<file path="src/rtl/wb_arbiter_nm.sv">
// N-master to 1-slave Wishbone classic arbiter: fixed-priority or round-robin,
// bursts capped per grant, and an ack timeout that ends the cycle with an error.
module wb_arbiter_nm #(
    parameter int NUM_M     = 2,
    parameter int DW        = 32,
    parameter int AW        = 32,
    parameter int MODE      = 1,
    parameter int MAX_BURST = 4,
    parameter int TIMEOUT   = 16
) (
    input  logic                    wb_clk_i,
    input  logic                    wb_rst_i,
    input  logic [NUM_M-1:0]        m_stb_i,
    input  logic [NUM_M-1:0]        m_cyc_i,
    input  logic [NUM_M-1:0]        m_we_i,
    input  logic [NUM_M*DW/8-1:0]   m_sel_i,
    input  logic [NUM_M*DW-1:0]     m_dat_i,
    input  logic [NUM_M*AW-1:0]     m_adr_i,
    output logic [NUM_M-1:0]        m_ack_o,
    output logic [NUM_M-1:0]        m_err_o,
    output logic [NUM_M*DW-1:0]     m_dat_o,
    output logic                    s_stb_o,
    output logic                    s_cyc_o,
    output logic                    s_we_o,
    output logic [DW/8-1:0]         s_sel_o,
    output logic [DW-1:0]           s_dat_o,
    output logic [AW-1:0]           s_adr_o,
    input  logic                    s_ack_i,
    input  logic [DW-1:0]           s_dat_i,
    output logic [NUM_M-1:0]        grant_o
);

    localparam int SW = DW / 8;
    localparam int OW = (NUM_M > 1) ? $clog2(NUM_M) : 1;
    localparam logic [7:0]    BURST_LAST = 8'(MAX_BURST);
    localparam logic [7:0]    WAIT_LAST  = (TIMEOUT == 0) ? 8'd0 : 8'(TIMEOUT - 1);
    localparam logic [OW-1:0] RR_INIT    = OW'(NUM_M - 1);

    typedef enum logic {IDLE, GRANT} state_t;

    state_t            state, state_d;
    logic [OW-1:0]     owner, owner_d;
    logic [NUM_M-1:0]  grant_d;
    logic [7:0]        burst_cnt, burst_d;
    logic [7:0]        wait_cnt, wait_d;
    logic [OW-1:0]     rr_ptr, rr_d;

    logic [NUM_M-1:0]  req;
    logic [OW-1:0]     win;
    logic              in_grant;
    logic              timeout_hit;
    logic              own_stb, own_cyc, own_we;
    logic [SW-1:0]     own_sel;
    logic [DW-1:0]     own_dat;
    logic [AW-1:0]     own_adr;

    assign req      = m_stb_i & m_cyc_i;
    assign in_grant = (state == GRANT);

    // Descending scans leave the lowest qualifying index; in round-robin the
    // indices above rr_ptr are scanned last so they override the wrapped part.
    always_comb begin
        win = '0;
        if (MODE == 0) begin
            for (int k = NUM_M - 1; k >= 0; k--)
                if (req[k]) win = OW'(k);
        end else begin
            for (int k = NUM_M - 1; k >= 0; k--)
                if (req[k] && (OW'(k) <= rr_ptr)) win = OW'(k);
            for (int k = NUM_M - 1; k >= 0; k--)
                if (req[k] && (OW'(k) > rr_ptr)) win = OW'(k);
        end
    end

    always_comb begin
        own_stb = 1'b0;
        own_cyc = 1'b0;
        own_we  = 1'b0;
        own_sel = '0;
        own_dat = '0;
        own_adr = '0;
        for (int k = 0; k < NUM_M; k++) begin
            if (owner == OW'(k)) begin
                own_stb = m_stb_i[k];
                own_cyc = m_cyc_i[k];
                own_we  = m_we_i[k];
                own_sel = m_sel_i[k*SW +: SW];
                own_dat = m_dat_i[k*DW +: DW];
                own_adr = m_adr_i[k*AW +: AW];
            end
        end
    end

    // An ack on the last permitted wait cycle suppresses the timeout.
    assign timeout_hit = (TIMEOUT != 0) && in_grant && own_stb && own_cyc &&
                         !s_ack_i && (wait_cnt == WAIT_LAST);

    assign s_stb_o = in_grant & own_stb & ~timeout_hit;
    assign s_cyc_o = in_grant & own_cyc & ~timeout_hit;
    assign s_we_o  = in_grant & own_we;
    assign s_sel_o = in_grant ? own_sel : '0;
    assign s_dat_o = in_grant ? own_dat : '0;
    assign s_adr_o = in_grant ? own_adr : '0;

    always_comb begin
        m_ack_o = '0;
        m_err_o = '0;
        m_dat_o = '0;
        for (int k = 0; k < NUM_M; k++) begin
            if (in_grant && (owner == OW'(k))) begin
                m_ack_o[k]            = s_ack_i;
                m_err_o[k]            = timeout_hit;
                m_dat_o[k*DW +: DW]   = s_dat_i;
            end
        end
    end

    always_comb begin
        state_d = state;
        owner_d = owner;
        grant_d = grant_o;
        burst_d = burst_cnt;
        wait_d  = wait_cnt;
        rr_d    = rr_ptr;
        case (state)
            IDLE: begin
                if (|req) begin
                    state_d = GRANT;
                    owner_d = win;
                    grant_d = NUM_M'(1) << win;
                    burst_d = 8'd0;
                    wait_d  = 8'd0;
                    if (MODE != 0) rr_d = win;
                end
            end
            GRANT: begin
                if (timeout_hit) begin
                    state_d = IDLE;
                    grant_d = '0;
                end else if (s_ack_i) begin
                    burst_d = burst_cnt + 8'd1;
                    wait_d  = 8'd0;
                    if ((burst_cnt + 8'd1 == BURST_LAST) || !own_cyc) begin
                        state_d = IDLE;
                        grant_d = '0;
                    end
                end else if (!own_cyc) begin
                    state_d = IDLE;
                    grant_d = '0;
                end else if (own_stb && (wait_cnt != 8'hFF)) begin
                    wait_d = wait_cnt + 8'd1;
                end
            end
            default: begin
                state_d = IDLE;
                grant_d = '0;
            end
        endcase
    end

    always_ff @(posedge wb_clk_i or posedge wb_rst_i) begin
        if (wb_rst_i) begin
            state     <= IDLE;
            owner     <= '0;
            grant_o   <= '0;
            burst_cnt <= 8'd0;
            wait_cnt  <= 8'd0;
            rr_ptr    <= RR_INIT;
        end else begin
            state     <= state_d;
            owner     <= owner_d;
            grant_o   <= grant_d;
            burst_cnt <= burst_d;
            wait_cnt  <= wait_d;
            rr_ptr    <= rr_d;
        end
    end

endmodule

</file>
<file path="config.mk">
export PLATFORM = sky130hd
export DESIGN_NAME = wb_arbiter_nm
export DESIGN_NICKNAME = d
export VERILOG_FILES = /design/src/rtl/wb_arbiter_nm.sv
export SDC_FILE = /design/constraint.sdc
export NUM_CORES = 1
export LEC_CHECK = 0
export ABC_AREA = 1
export ABC_CLOCK_PERIOD_IN_PS = 1700
export BUFFER_PORTS_ARGS = -buffer_cell sky130_fd_sc_hd__buf_2
export CORE_AREA = 2 2 123 125
export CTS_CLUSTER_DIAMETER = 120
export DETAILED_ROUTE_END_ITERATION = 10
export DIE_AREA = 0 0 125 127
export HOLD_SLACK_MARGIN = 0.03
export PLACE_DENSITY = 0.6
export RECOVER_POWER = 50
export SLEW_MARGIN = 20
export SYNTH_ARGS = -nofsm -noshare
export SYNTH_HDL_FRONTEND = slang
export SYNTH_SLANG_ARGS = --single-unit
</file>
<file path="constraint.sdc">
create_clock -name wb_clk_i -period 1.7 [get_ports wb_clk_i]
set_input_delay 0.255 -clock wb_clk_i [delete_from_list [all_inputs] [get_ports wb_clk_i]]
set_output_delay 0.255 -clock wb_clk_i [all_outputs]
set_load 0.02 [all_outputs]
</file>
======== Word-level counts from Yosys, hierarchy flattened ========
Index checks and enable logic that the tools add are counted.
cells by class
  $add $sub $neg .......................... 2
  order comparisons ....................... 4
  equality and inequality tests ........... 10
  shifts and indexed selects .............. 1
  multiplexer cells ....................... 40
  bitwise logic cells ..................... 9
  reductions and logical operators ........ 19
operators by type and width
  cell                                                  number
  two-way mux 32 bit                                    6
  two-way mux 8 bit                                     7
  one-hot mux 8 bit (2 select lines)                    2
  adder 8 x 1 -> 8 bit (second input constant)          2
  two-way mux 1 bit                                     16
  logical AND 1 bit                                     11
  two-way mux 2 bit                                     5
  equality test 8 x 3 -> 1 bit (second input constant)  1
  equality test 8 x 4 -> 1 bit (second input constant)  1
  two-way mux 4 bit                                     2
  != test 8 bit (second input constant)                 1
  != test 2 bit (second input constant)                 3
  != test 3 x 2 -> 1 bit (second input constant)        2
  AND reduction 3 bit                                   2
  AND 1 bit                                             5
  != test 4 x 2 -> 1 bit (second input constant)        1
  != test 4 bit (second input constant)                 1
  one-hot mux 2 bit (2 select lines)                    1
  AND reduction 4 bit                                   1
  NOT 1 bit                                             3
  AND 2 bit                                             1
  > comparator 1 bit (first input constant)             2
  <= comparator 1 bit (first input constant)            2
  logical NOT 1 bit                                     2
  5 further kinds                                       5
word-level totals
  register bits ........................... 21
  logic and storage cells ................. 91

======== Logic depth before layout (Yosys ltp) ========
  depth in word-level cells ............... 9
  gate-level depth with buffers ........... 12

======== Least setup slack after synthesis ========
OpenSTA, ideal clock, no wires.
  path type ............................... flip-flop to flip-flop
  from .................................... register wait_cnt[0]
  to ...................................... register grant_o[1]
  library setup time ...................... 0.065 ns
  data arrival time ....................... 1.506 ns
  path slack .............................. 0.129 ns
  stages on the path, launching flop included .. 11
  buffers on the path ..................... 0
  path through ............................ dfrtp_1 > ha_1 > nand2_2 > nor2_2 > nand4_2 > nor2_4 > nor2_1 > nand2_1 > nand2_1 > nand2_1 > nand2_1
on the way
  word-level cells in the longest chain between the ends .. 4
ends and longest elaborated chain
  what                                                                                               RTL line  RTL
  start, declared                                                                                    45        logic [7:0] wait_cnt, wait_d;
  start signal, assigned                                                                             174       wait_cnt <= wait_d;
  equality test 8 x 4 -> 1 bit *                                                                     96        !s_ack_i && (wait_cnt == WAIT_LAST);
  logical AND 1 bit *                                                                                96
  != test 4 x 2 -> 1 bit (no source line), or another cell as far along                              n/a
  AND reduction 3 bit (no source line) / one-hot mux 2 bit (2 select lines) (equally long branches)  n/a
  end signal, assigned                                                                               172       grant_o <= grant_d;
  end, declared                                                                                      30        output logic [NUM_M-1:0] grant_o
Every way passes the cells marked *; elsewhere a longest branch is shown, timed or not.
A chain may end at the register's enable or synchronous reset.

======== Worst setup path after layout ========
  from .................................... register wait_cnt[0]
  to ...................................... output port m_err_o[1]
on the way
  word-level cells in the longest chain between the ends .. 3
ends and longest elaborated chain
  what                          RTL line  RTL
  equality test 8 x 4 -> 1 bit  96
  logical AND 1 bit             96
  two-way mux 1 bit             110       if (in_grant && (owner == OW'(k))) begin
  end, declared                 20        output logic [NUM_M-1:0] m_err_o,
No other way between the ends.

==> metrics.yaml <==
status: "complete, but fails checks"
violations: "setup timing"
path_cells: "ha_4 > nand2_4 > inv_2 > nand4_1 > nor4_2 > nand2_1 > nor2_1 > buf_4"
relSlewSlack_pct: 74.0
arrival_ns: 1.62
fmax_mhz: 532
drc: 0
htreeDepth: 1
insertion_delay_ns: 0.26
max_cap_violations: 0
drive_above_1_share_pct: 67.1
cp_slowest_stage_delay_ns: 0.39
finalNonFillerCells: 1051
ys_top_cells_by_area: "nand2_1, dfrtp_1, a21oi_1"
rsz0062_at_grt: "yes"
final_nets: 1047
crit_fanout: 3
grt_max_degree: 62
ir_drop_mv: 0.768
drt_iter0_markers: 291
tightest_slew_ns: 0.391
finalSetupViolations: 134
die_area_sq_um: 15900
place_hpwl_mm: 11.6
crit_buf_inv: 2
fin_ws_ns: -0.179
ys_seq_elements: 21
yosysWarnings: 0
hold_class: "input port to register"
grt_use_total_pct: 16.5
synth_fp_nets: 703
crit_type: "register to primary output"
first_pass_iters: 4
gp_congestion: 0.809
postRouteAntennaNets: 0
antenna_found_initial: 0
crit_required_ns: 1.44
post-place-cells: 1007
cts-root-buf: "clkbuf_16"
portBuffers: 317
synth.avg_cell_area_sq_um: 5.27
total_power_mw: 11.7
initial_utilization_pct: 19.1
routedWlPerCell_um: 17.9
fin_crit_sh_pct: 111
synth_area_sq_um: 2750
hold_viol: 0
fin_area_sq_um: 7040
post_synth_num_cell_types: 34
yosysTopAreaCell: "nand2_1"
core_sq_um: 14400
fillers: 1381
yosysSeqAreaShare_pct: 19.1
die_x_um: 125
p_leak_nw: 3.63
dpl_cell_area_sq_um: 4610
start_kind: "register"
overflow: 0
worst_setup_path_end_kind: "primary output"
clock-sinks: 21
drv_slew: 0
p_per_area_nw_per_um2: 1660
io_pins: 318
grt_pass1_wl_mm: 21.6
via_count: 4828
skew_ns: 0.00730
path_clk_slew_ns: 0.07
syn_inst: 523
first_global_vias: 4084
cts_tree: "built"
path_delay_family: "simple AND/OR/NAND/NOR gates"
min_period_ns: 1.88
numCtsBuffers: 3
synth_top_area_share_pct: 26.3
cpMaxStageDelayCell: "dfrtp_1"
rows: 44
die_h_um: 127
fin_util_pct: 48.8
wirelength_mm: 18.8
synthToLayoutAreaGrowth_pct: 156
whs_ns: 0.350
clk_path_buf_depth: 2
via_per_inst: 4.59
cells in the mapped netlist:
library cell,n
nor3_2,1
or2_1,1
inv_1,54
dfstp_2,1
nand4_2,2
buf_12,1
nor2_4,1
nor4_1,1
xnor2_1,1
buf_2,3
nor2_2,2
nand2_4,1
buf_6,2
clkbuf_1,26
nor3b_1,1
nor3_1,1
o22ai_1,4
o21ai_0,6
nand2_1,193
buf_1,1
and2_4,1
a21oi_1,69
o31ai_1,1
o21ai_2,9
xor2_1,1
o21bai_1,2
nand2_2,8
ha_1,3
nand4_1,5
nand3_1,12
nor2_1,83
inv_2,4
dfrtp_1,20
or2_2,2
path summary, 6_finish.rpt:
path / startpoint / endpoint / slack, ns / cells after the start
setup / recovery: wait_cnt[0] / m_err_o[1] / -0.18 / 8
hold reg to reg: grant_o[1] / grant_o[1] / 0.49 / 2
max in group asynchronous: wb_rst_i / rr_ptr / 0.51 / 4
hold / removal: s_ack_i / burst_cnt[1] / 0.35 / 3
min in group asynchronous: wb_rst_i / owner / 0.48 / 3
setup reg to reg: owner / wait_cnt[1] / 0.04 / 11
timing repair:
action                                 in CTS  in global routing
endpoints found under the hold margin       6                  0
pin swaps                                   1                 59
setup endpoints to repair                 103                148
setup buffers                               4                 12
hold buffers                                1                  0
gates resized for setup                    92                411
cloned                                      0                 23
worst register-to-register path, stage by stage, from the launching register on:
cell      delay (ns)
dfrtp_2         0.43
buf_12          0.17
clkinv_8        0.08
nand2_2         0.06
nand2_4         0.09
nand4_4         0.08
nor2_4          0.21
buf_6           0.13
nor2_4          0.04
nand2_4         0.13
nand2_1         0.10
o21ai_2         0.06
layout by cell type (no fill, tap or decap), types with 3 or more instances in the layout:
cell | Yosys | final
a21oi_1 | 69 | 4
a21oi_2 | 0 | 53
a21oi_4 | 0 | 12
buf_12 | 1 | 12
buf_2 | 3 | 205
buf_4 | 0 | 51
buf_6 | 2 | 76
buf_8 | 0 | 6
clkbuf_16 | 0 | 16
dfrtp_1 | 20 | 18
inv_1 | 54 | 54
inv_2 | 4 | 3
nand2_1 | 193 | 121
nand2_2 | 8 | 23
nand2_4 | 1 | 58
nand3_1 | 12 | 12
nand4_1 | 5 | 5
nor2_1 | 83 | 48
nor2_2 | 2 | 9
nor2_4 | 1 | 29
o21ai_0 | 6 | 6
o21ai_2 | 9 | 9
o22ai_1 | 4 | 4
power breakdown:
part | leakage, nW | switching [mW] | internal (mW)
sequential | 0.279 | 0.0930 | 0.610
combinational | 3.31 | 5.93 | 4.51
clock | 0.0371 | 0.214 | 0.320
total | 3.63 | 6.24 | 5.44
cells by family after synthesis:
kind of cell / count (synthesis) / synth area share [%]
compound gates: 91 / 18.2
xor+xnor: 2 / 0.636
fa+ha+maj: 3 / 1.36
buf+inv: 91 / 13.7
flops: 21 / 19.1
simple gates: 315 / 47.0
registers in the layout, indices dropped and copies added, names as in the netlist:
name	flops
grant_o	2
burst_cnt	8
rr_ptr	1
wait_cnt	8
in_grant	1
owner	1
cell type report:
| type | count | area (sq um) | area share (%) |
|---|---|---|---|
| Clock buffer | 3 | 75.1 | 1.07 |
| Tap cell | 184 | 230 | 3.27 |
| Antenna cell | 1 | 2.50 | 0.0355 |
| Inverter | 58 | 230 | 3.27 |
| Sequential cell | 21 | 529 | 7.52 |
| Timing Repair Buffer | 370 | 3000 | 42.7 |
| Timing Repair inverter | 1 | 30.0 | 0.427 |
| Clock inverter | 1 | 7.51 | 0.107 |
| Multi-Input combinational cell | 412 | 2930 | 41.6 |
routing by layer:
metal / wire length [um] / track usage, % / vias up
met5: 0 / 0 / -
met2: 9950 / 29.1 / 217
li1: - / - / 2313
met4: 662 / 5.03 / 0
met1: 7140 / 20.4 / 2254
met3: 1020 / 3.35 / 44
metrics by stage:
step,TNS [ns],setup WS (ns)
after floorplan,0,0.129
after global placement,0,0.0959
after detailed placement,0,0.0515
after CTS,-2.32,-0.101
after global routing,-20.44,-0.277
final,-10.31,-0.179
No activity file was read; power rests on OpenSTA's default activity.
